[src/rtl/mcpu_loader_pkg.sv]
// Shared definitions for the instruction-memory loader: FSM state encoding,
// header size and per-state output decode.
package mcpu_loader_pkg;

    typedef enum logic [2:0] {
        IDLE,
        S_HDR_HI,
        S_HDR_LO,
        S_DATA,
        S_CSUM,
        DONE,
        ERR
    } state_t;

    localparam int HDR_BYTES = 2;

    function automatic logic state_ready(input state_t s);
        return (s == S_HDR_HI) || (s == S_HDR_LO) || (s == S_DATA) || (s == S_CSUM);
    endfunction

    // The CPU stays frozen on error so it never runs a partial image.
    function automatic logic state_hold(input state_t s);
        return state_ready(s) || (s == ERR);
    endfunction

endpackage

[src/rtl/ins_mem_loader.sv]
// Framed byte-stream loader: header word count, payload bytes written to
// consecutive instruction-memory addresses, trailing XOR checksum.
module ins_mem_loader
    import mcpu_loader_pkg::*;
#(
    parameter int MEM_BYTES = 128,
    parameter int ADDR_W    = 7
) (
    input  logic              clk,
    input  logic              Reset,
    input  logic              start,
    input  logic [7:0]        in_data,
    input  logic              in_valid,
    output logic              in_ready,
    output logic              wr_en,
    output logic [ADDR_W-1:0] wr_addr,
    output logic [7:0]        wr_data,
    output logic              cpu_hold,
    output logic              done,
    output logic              err
);

    localparam int CNT_W = ADDR_W + 1;

    state_t             state_q, state_d;
    logic               in_ready_q, cpu_hold_q, done_q, err_q;
    logic               wr_en_q;
    logic [ADDR_W-1:0]  wr_addr_q;
    logic [7:0]         wr_data_q;
    logic [7:0]         hdr_hi_q;
    logic [7:0]         csum_q;
    logic [CNT_W-1:0]   cnt_q, total_q;

    logic               accept;
    logic               last_byte;
    logic               restart;
    logic [15:0]        n_words;
    logic [17:0]        n_bytes;

    assign accept    = in_valid && in_ready_q;
    assign n_words   = {hdr_hi_q, in_data};
    // Byte count kept at full 18-bit width so huge N cannot alias to a small size.
    assign n_bytes   = {n_words, 2'b00};
    assign last_byte = (cnt_q + CNT_W'(1)) == total_q;
    assign restart   = start && ((state_q == IDLE) || (state_q == DONE) || (state_q == ERR));

    always_comb begin
        state_d = state_q;
        case (state_q)
            IDLE:     if (start) state_d = S_HDR_HI;
            S_HDR_HI: if (accept) state_d = S_HDR_LO;
            S_HDR_LO: begin
                if (accept) begin
                    if (n_bytes > 18'(MEM_BYTES)) state_d = ERR;
                    else if (n_words == 16'd0)    state_d = S_CSUM;
                    else                          state_d = S_DATA;
                end
            end
            S_DATA:   if (accept && last_byte) state_d = S_CSUM;
            S_CSUM:   if (accept) state_d = (in_data == csum_q) ? DONE : ERR;
            DONE:     if (start) state_d = S_HDR_HI;
            ERR:      if (start) state_d = S_HDR_HI;
            default:  state_d = IDLE;
        endcase
    end

    always_ff @(posedge clk) begin
        if (Reset) begin
            state_q    <= IDLE;
            in_ready_q <= 1'b0;
            cpu_hold_q <= 1'b0;
            done_q     <= 1'b0;
            err_q      <= 1'b0;
            wr_en_q    <= 1'b0;
            wr_addr_q  <= '0;
            wr_data_q  <= '0;
            cnt_q      <= '0;
            csum_q     <= '0;
        end else begin
            state_q    <= state_d;
            in_ready_q <= state_ready(state_d);
            cpu_hold_q <= state_hold(state_d);
            done_q     <= (state_d == DONE);
            err_q      <= (state_d == ERR);
            wr_en_q    <= 1'b0;

            if (restart) begin
                cnt_q  <= '0;
                csum_q <= '0;
            end

            case (state_q)
                S_HDR_HI: if (accept) hdr_hi_q <= in_data;
                S_HDR_LO: if (accept) total_q <= n_bytes[CNT_W-1:0];
                S_DATA: begin
                    if (accept) begin
                        wr_en_q   <= 1'b1;
                        wr_addr_q <= cnt_q[ADDR_W-1:0];
                        wr_data_q <= in_data;
                        cnt_q     <= cnt_q + CNT_W'(1);
                        csum_q    <= csum_q ^ in_data;
                    end
                end
                default: ;
            endcase
        end
    end

    assign in_ready = in_ready_q;
    assign cpu_hold = cpu_hold_q;
    assign done     = done_q;
    assign err      = err_q;
    assign wr_en    = wr_en_q;
    assign wr_addr  = wr_addr_q;
    assign wr_data  = wr_data_q;

endmodule

[config.mk]
export PLATFORM = sky130hd
export DESIGN_NAME = ins_mem_loader
export DESIGN_NICKNAME = d
export VERILOG_FILES = /design/src/rtl/mcpu_loader_pkg.sv /design/src/rtl/ins_mem_loader.sv
export SDC_FILE = /design/constraint.sdc
export NUM_CORES = 1
export LEC_CHECK = 0
export ABC_AREA = 1
export ABC_CLOCK_PERIOD_IN_PS = 2200
export BUFFER_PORTS_ARGS = -buffer_cell sky130_fd_sc_hd__buf_2
export CAP_MARGIN = 5
export CORE_MARGIN = 2
export CORE_UTILIZATION = 45
export DETAILED_ROUTE_END_ITERATION = 12
export GPL_TIMING_DRIVEN = 1
export PLACE_DENSITY = 0.66
export SKIP_LAST_GASP = 1
export SLEW_MARGIN = 30
export SYNTH_ARGS = -nofsm -noshare
export SYNTH_HDL_FRONTEND = slang
export SYNTH_SLANG_ARGS = --single-unit
export TNS_END_PERCENT = 1
[constraint.sdc]
create_clock -name clk -period 2.2 [get_ports clk]
set_clock_uncertainty 0.05 [all_clocks]
set_input_delay 0.11 -clock clk [delete_from_list [all_inputs] [get_ports clk]]
set_output_delay 0.11 -clock clk [all_outputs]
set_load 0.005 [all_outputs]
==> results of run 1 <==
## routing by layer
layer / vias up / share of wire [%] / track usage [%]
met4: 0 / 1.6 / 6.55
met2: 35 / 46 / 28.3
met5: - / 0 / 0
met1: 901 / 48 / 24.2
met3: 7 / 4.3 / 3.67
li1: 1029 / - / -
## state kept, by name, indices dropped and copies added (netlist names)
register / cells
total_q: 6
wr_data: 8
wr_en: 1
hdr_hi_q: 8
in_ready: 1
state_q: 3
err: 1
cpu_hold: 1
wr_addr: 7
cnt_q: 8
csum_q: 8
done: 1
## cell type report
| cell class | count | share of cell area (%) |
|---|---|---|
| timing repair buffer | 36 | 7.27 |
| clock inverter | 1 | 0.230 |
| multi-input combinational | 202 | 36.3 |
| clock buffer | 7 | 3.96 |
| inverter | 35 | 4.83 |
| tap | 70 | 3.22 |
| sequential | 53 | 44.2 |
## synthesized netlist by cell type
master,count
nor2_1,20
a21oi_1,3
nor3_1,2
nand2_1,92
nor4_1,1
nand2_2,5
clkinv_1,1
inv_1,32
nand4_1,4
dfxtp_1,39
edfxtp_1,14
ha_1,2
nor2_4,2
or2_1,1
clkbuf_1,5
nor2_2,6
o21ai_0,19
o21ai_2,1
o22ai_1,11
xnor2_1,3
inv_2,2
nand3_2,3
o21ai_1,3
nand3b_1,3
nand3_1,19
nand2_4,1
and2_4,1
## repair_timing
item	CTS	global route
gates cloned	0	0
hold buffers	1	1
setup endpoints to repair	13	3
endpoints found under the hold margin	1	1
pin swaps	0	0
gates resized for setup	1	1
## power by group through the flow
| stage | Combinational, W | Clock, W | Sequential (W) |
|---|---|---|---|
| after floorplan | 0.000101 | 0 | 0.00105 |
| after global placement | 0.000159 | 0 | 0.00104 |
| after detailed placement | 0.000160 | 0 | 0.00105 |
| after CTS | 0.000164 | 0.000668 | 0.00102 |
| after global routing | 0.000187 | 0.000701 | 0.00102 |
| final | 0.000163 | 0.000649 | 0.00102 |
## stage by stage
stage | worst slack (ns) | cells | util, % | instance area (um^2) | hold WS [ns]
6_report | 0.276 | 404 | 53.9 | 2720 | 0.00953
5_1_grt | 0.00574 | 404 | 53.9 | 2720 | 0.00700
4_1_cts | 0.229 | 403 | 53.7 | 2710 | 0.00101
3_5_place_dp | -0.0916 | 394 | 51.1 | 2580 | 0.305
3_3_place_gp | -0.00577 | 394 | 51.1 | 2580 | 0.311
2_1_floorplan | 0.475 | 295 | - | 2330 | 0.159
## worst max path at each step
stage          slack (ns)  depth (start not counted)        to
3_5_place_dp        -0.09                          6  cnt_q[0]
3_3_place_gp       -0.006                          6  cnt_q[0]
2_1_floorplan        0.48                         12  cpu_hold
4_1_cts              0.23                         15  cpu_hold
5_1_grt             0.006                         13  cpu_hold
6_report             0.28                         15  cpu_hold
## logic make-up (layout without fill, tap and decap cells)
family                     Yosys count  count (layout)
xor gates and xnor gates             3               3
buffers and inverters               40              79
DFF                                 53              53
and+or+nand+nor                    160             160
adders and majority gates            2               2
AOI/OAI and AO/OA                   37              37
==> metrics.cfg, run 1 <==
[global_routing]
grt_max_degree=28
overflow=0
antenna_found_initial=0
grt_pass1_wl_um=8280
grtUsageTotal_pct=17.8
grt_pass1_vias=1755

[final_layout]
syn_to_final_growth_pct=16.6
drive_above_1_share_pct=19.2
final_nets=347
regArea_um2=1200
fillerInstances=478
diodes=0
final_cell_mix=nand2_1, dfxtp_1, inv_1, buf_2, nor2_1
multi_input_area_um2=988
layout_commonest_cell=nand2_1

[floorplanning]
rows=26
dieArea_um2=5770
core-area_um2=5040
pin_count=32
initial_utilization_pct=46.3
die_h_um=76.0
floorplan.die.width_um=76.0

[critical_path]
r2r_slack_ns=0.28
cp_cell_sequence=ha_2 > inv_1 > nand2_1 > nand2_1 > nand2_1 > nand3_1 > nor2_1 > nand3_1 > nor2_2 > nand3_2 > nand2_4 > nand3_1 > nand2_1 > nand3_1 > nand2_1
critPathLaunchType=register
worstReg2RegStart=cnt_q[1]
cp_slowest_cell=dfxtp_1
crit_start=cnt_q[1]
cp_num_buf_inv=1
required_ns=2.41
crit_path_frequent_cell=nand2_1
max_stage_delay_ns=0.44
critPathKind=register to register
regToRegEndpoint=cpu_hold
cp-end-kind=register
critPathTopFamily=simple AND/OR/NAND/NOR gates
critPathMaxFanout=5
critPathArrivalTime_ns=2.13
worstRegToRegCells=15

[timing]
fmax_ghz=0.520
worst_pin_slew_ns=0.460
final-hold-violation-count=0
drv_slew=0
max_slew_margin_pct=69.3
timing.final.crit_share_pct=87.5
fin_crit_ns=1.92
setup_tns_ns=0
rsz0062_at_grt=no
setup_viol_count_final=0

[pwr]
peakVddDrop_mv=0.458
leakagePower_nw=1.15
powerDensity_nw_per_um2=674
switching_share_pct=23.7
intPower_w=0.00140
power_w=0.00183
p_sw_w=0.000435
combPwrFrac_pct=8.9
p_seq_share_pct=55.8
p_clk_share_pct=35.4

[drt]
final_antenna_net_count=0
avgViaCountPerCell=4.88
dr.first_iter.drc_count=101
via_count=1972
drt-total-wl_um=4770
first_pass_iters=4
drc=0
wl_per_cell_um=11.8

[worst_hold_path]
hold_depth=1
min_to=total_q[2]
min_from=in_data[0]
hp-class=input port to register

[outcome]
status=completed

[clock_tree]
clk_pin_slew_ns=0.10
htree_levels=2
cts_setup_buffers=0
cts_buffers=5
cts_tree=yes
clock_latency_ns=0.31
clock-sinks=53
cts_buffer_depth=2
clock-root-buffer=clkbuf_8

[logic_synthesis]
ys_types=27
synth_xor_area_share_pct=1.13
synth-simple-area-share_pct=31.2
synth_top_family_by_area=simple AND/OR/NAND/NOR gates
netlist_instances=295
synth_mux_area_share_pct=0
synth-warning-count=0
synth-adder-area-share_pct=1.07
syn_nets=309
yosys-top-cells-area=dfxtp_1, edfxtp_1, nand2_1
ys_seq_elements=53
synth.top_cell.area_share_pct=33.5
ys_seq_area_share_pct=51.5
avgSynthCellArea_um2=7.91
synth_compound_area_share_pct=8.69
yosysTopAreaCell=dfxtp_1
syn_area_um2=2330

[place]
gp_congestion=0.797
dpl.hpwl_um=3470
port_buffers=31

[flow_run]
cap_violations=0

Power figures use the tool's default switching activity.
==> run 2: changes to the inputs <==
--- a/config.mk
+++ b/config.mk
@@ -6,14 +6,15 @@
 export NUM_CORES = 1
 export LEC_CHECK = 0
 export ABC_AREA = 1
-export ABC_CLOCK_PERIOD_IN_PS = 2200
+export ABC_CLOCK_PERIOD_IN_PS = 2009
 export BUFFER_PORTS_ARGS = -buffer_cell sky130_fd_sc_hd__buf_2
 export CAP_MARGIN = 5
 export CORE_MARGIN = 2
-export CORE_UTILIZATION = 45
+export CORE_UTILIZATION = 40
 export DETAILED_ROUTE_END_ITERATION = 12
 export GPL_TIMING_DRIVEN = 1
-export PLACE_DENSITY = 0.66
+export PLACE_DENSITY = 0.6
+export SETUP_SLACK_MARGIN = 0.15
 export SKIP_LAST_GASP = 1
 export SLEW_MARGIN = 30
 export SYNTH_ARGS = -nofsm -noshare
==> constraint.sdc (replaced) <==
create_clock -name clk -period 2.01 [get_ports clk]
set_clock_uncertainty 0.05 [all_clocks]
set_input_delay 0.1005 -clock clk [delete_from_list [all_inputs] [get_ports clk]]
set_output_delay 0.1005 -clock clk [all_outputs]
set_load 0.005 [all_outputs]
==> run 2 against run 1 <==
Clock power grew 14%. Non-clock buffer count increased by 10. Die area up 12%. Wire length rose by 8.2%. Setup slack worse by 0.11 ns.
==> metrics.cfg, run 2 (same netlist as run 1, synthesis figures left out) <==
[outcome]
status=completed

[global_routing]
grtUsageTotal_pct=17.3
grt_pass1_vias=1844
grt_pass1_wl_um=8460
overflow=0
antenna_found_initial=0
grt_max_degree=28

[drt]
routed-wl-met3_um=214
via_count=2008
dr.first_iter.drc_count=75
drc=0
met2RoutedLength_um=2390
avgViaCountPerCell=4.83
routed.top_layer=met4
final_antenna_net_count=0
wl_per_cell_um=12.4
m1WireLength_um=2440
drt-total-wl_um=5160
first_pass_iters=4

[critical_path]
critPathKind=register to register
critPathArrivalTime_ns=2.00
critPathMaxFanout=5
worstReg2RegStart=cnt_q[0]
crit_path_frequent_cell=nand3_2
critPathTopFamily=simple AND/OR/NAND/NOR gates
cp_slowest_cell=dfxtp_4
max_stage_delay_ns=0.39
cp_num_buf_inv=1
cp_cell_sequence=ha_4 > inv_2 > nand2_2 > nand2_2 > nand2_2 > nand3_2 > nor2_2 > nand3_2 > nor2_4 > nand3_2 > nand2_4 > nand4_1 > nand3_2 > nand2_1
critPathLaunchType=register
r2r_slack_ns=0.17
required_ns=2.17
cp-end-kind=register
regToRegEndpoint=cpu_hold
worstRegToRegCells=14

[timing]
timing.final.crit_share_pct=91.7
drv_slew=0
fin_crit_ns=1.84
rsz0062_at_grt=yes
final-hold-violation-count=0
setup_tns_ns=0
max_slew_margin_pct=69.2
fmax_ghz=0.542
finalHoldWorstSlack_ns=0.0193
setup_viol_count_final=0
worst_pin_slew_ns=0.460

[final_layout]
fin_util_pct=52.1
syn_to_final_growth_pct=24.5
layout_commonest_cell=nand2_1
fillerInstances=528
final_nets=357
design_area_um2=2900
diodes=0
drive_above_1_share_pct=27.6
final_cell_mix=nand2_1, dfxtp_1, buf_2, inv_1, o21ai_0

[pwr]
p_clk_share_pct=36.0
switching_share_pct=23.4
leakagePower_nw=1.22
peakVddDrop_mv=0.395
combPwrFrac_pct=9.8
p_sw_w=0.000482
p_seq_share_pct=54.2
powerDensity_nw_per_um2=710
intPower_w=0.00158

[floorplanning]
dieArea_um2=6460
rows=27
floorplan.die.width_um=80.4
die_h_um=80.4
initial_utilization_pct=41.8
pin_count=32
core-area_um2=5570

[clock_tree]
clock-root-buffer=clkbuf_8
clock-sinks=53
clk_pin_slew_ns=0.10
htree_levels=2
cts_buffer_depth=2
cts_buffers=5
cts_tree=yes
clock_latency_ns=0.30

[worst_hold_path]
hold_depth=1
hp-class=input port to register
min_from=in_data[4]
min_to=total_q[6]

[place]
port_buffers=31
placed_area_um2=2620
gp_congestion=0.868
dpl.hpwl_um=3620

[flow_run]
cap_violations=0

run 2: cell types whose count changed in the layout (fill, tap and decap cells not counted), moves of 2 or more:
cell     previous run  this run
buf_4               3        11
nand2_1            92        86
nand2_2             5        11
dfxtp_1            39        34
nand3_1            19        14
nand3_2             3         8
dfxtp_2             0         4
nor2_4              3         7
nor2_1             20        17
inv_1              32        30
inv_2               2         4
run 2: worst register-to-register path: cells and delay by family, from the launching register on:
kind	cells	cell delay, ns
flip-flops	1	0.39
buffers and inverters	1	0.04
adder cells (fa/ha/maj)	1	0.17
AND/OR/NAND/NOR	12	1.12
run 2: layout make-up:
type | count | area, um^2 | area share [%]
clock inverter | 1 | 5.00 | 0.172
tap | 72 | 90.1 | 3.10
clock buffer | 7 | 119 | 4.09
inverter | 35 | 131 | 4.52
sequential | 53 | 1210 | 41.7
multi-input combinational | 202 | 1070 | 36.8
timing repair buffer | 46 | 279 | 9.61
run 2: layer usage:
metal  track usage (%)  vias up
met1              23.2      896
met4              6.44        0
met3              3.82       10
li1                  -     1050
met2              27.3       52
met5                 0        -
run 2: what timing repair did:
item                                   in CTS  in global routing
hold buffers                                3                  0
setup endpoints to repair                  18                  5
buffers inserted                            0                  4
pin swaps                                   0                 15
resized for setup                           3                 29
endpoints found under the hold margin       5                  0
run 2: worst max-delay path by stage:
stage	start	end	depth (start not counted)
floorplan	cnt_q[1]	cpu_hold	12
CTS	cnt_q[0]	cpu_hold	13
global route	cnt_q[1]	cpu_hold	14
global placement	cnt_q[0]	cpu_hold	12
finish	cnt_q[0]	cpu_hold	14
detailed placement	cnt_q[0]	cpu_hold	12
run 2: per-stage QoR:
step / setup slack, ns / power [W] / cells
finish: 0.166 / 0.00206 / 416
CTS: 0.140 / 0.00207 / 412
floorplan: 0.285 / 0.00126 / 295
global placement: 0.108 / 0.00133 / 401
global route: 0.0541 / 0.00216 / 416
detailed placement: 0.0976 / 0.00133 / 401
run 2: power groups by stage:
stage / sequential, W / combinational (W) / clock, W
after floorplan: 0.00115 / 0.000111 / 0
after global placement: 0.00114 / 0.000184 / 0
after detailed placement: 0.00114 / 0.000183 / 0
after CTS: 0.00112 / 0.000189 / 0.000764
after global routing: 0.00112 / 0.000228 / 0.000811
final: 0.00112 / 0.000203 / 0.000743
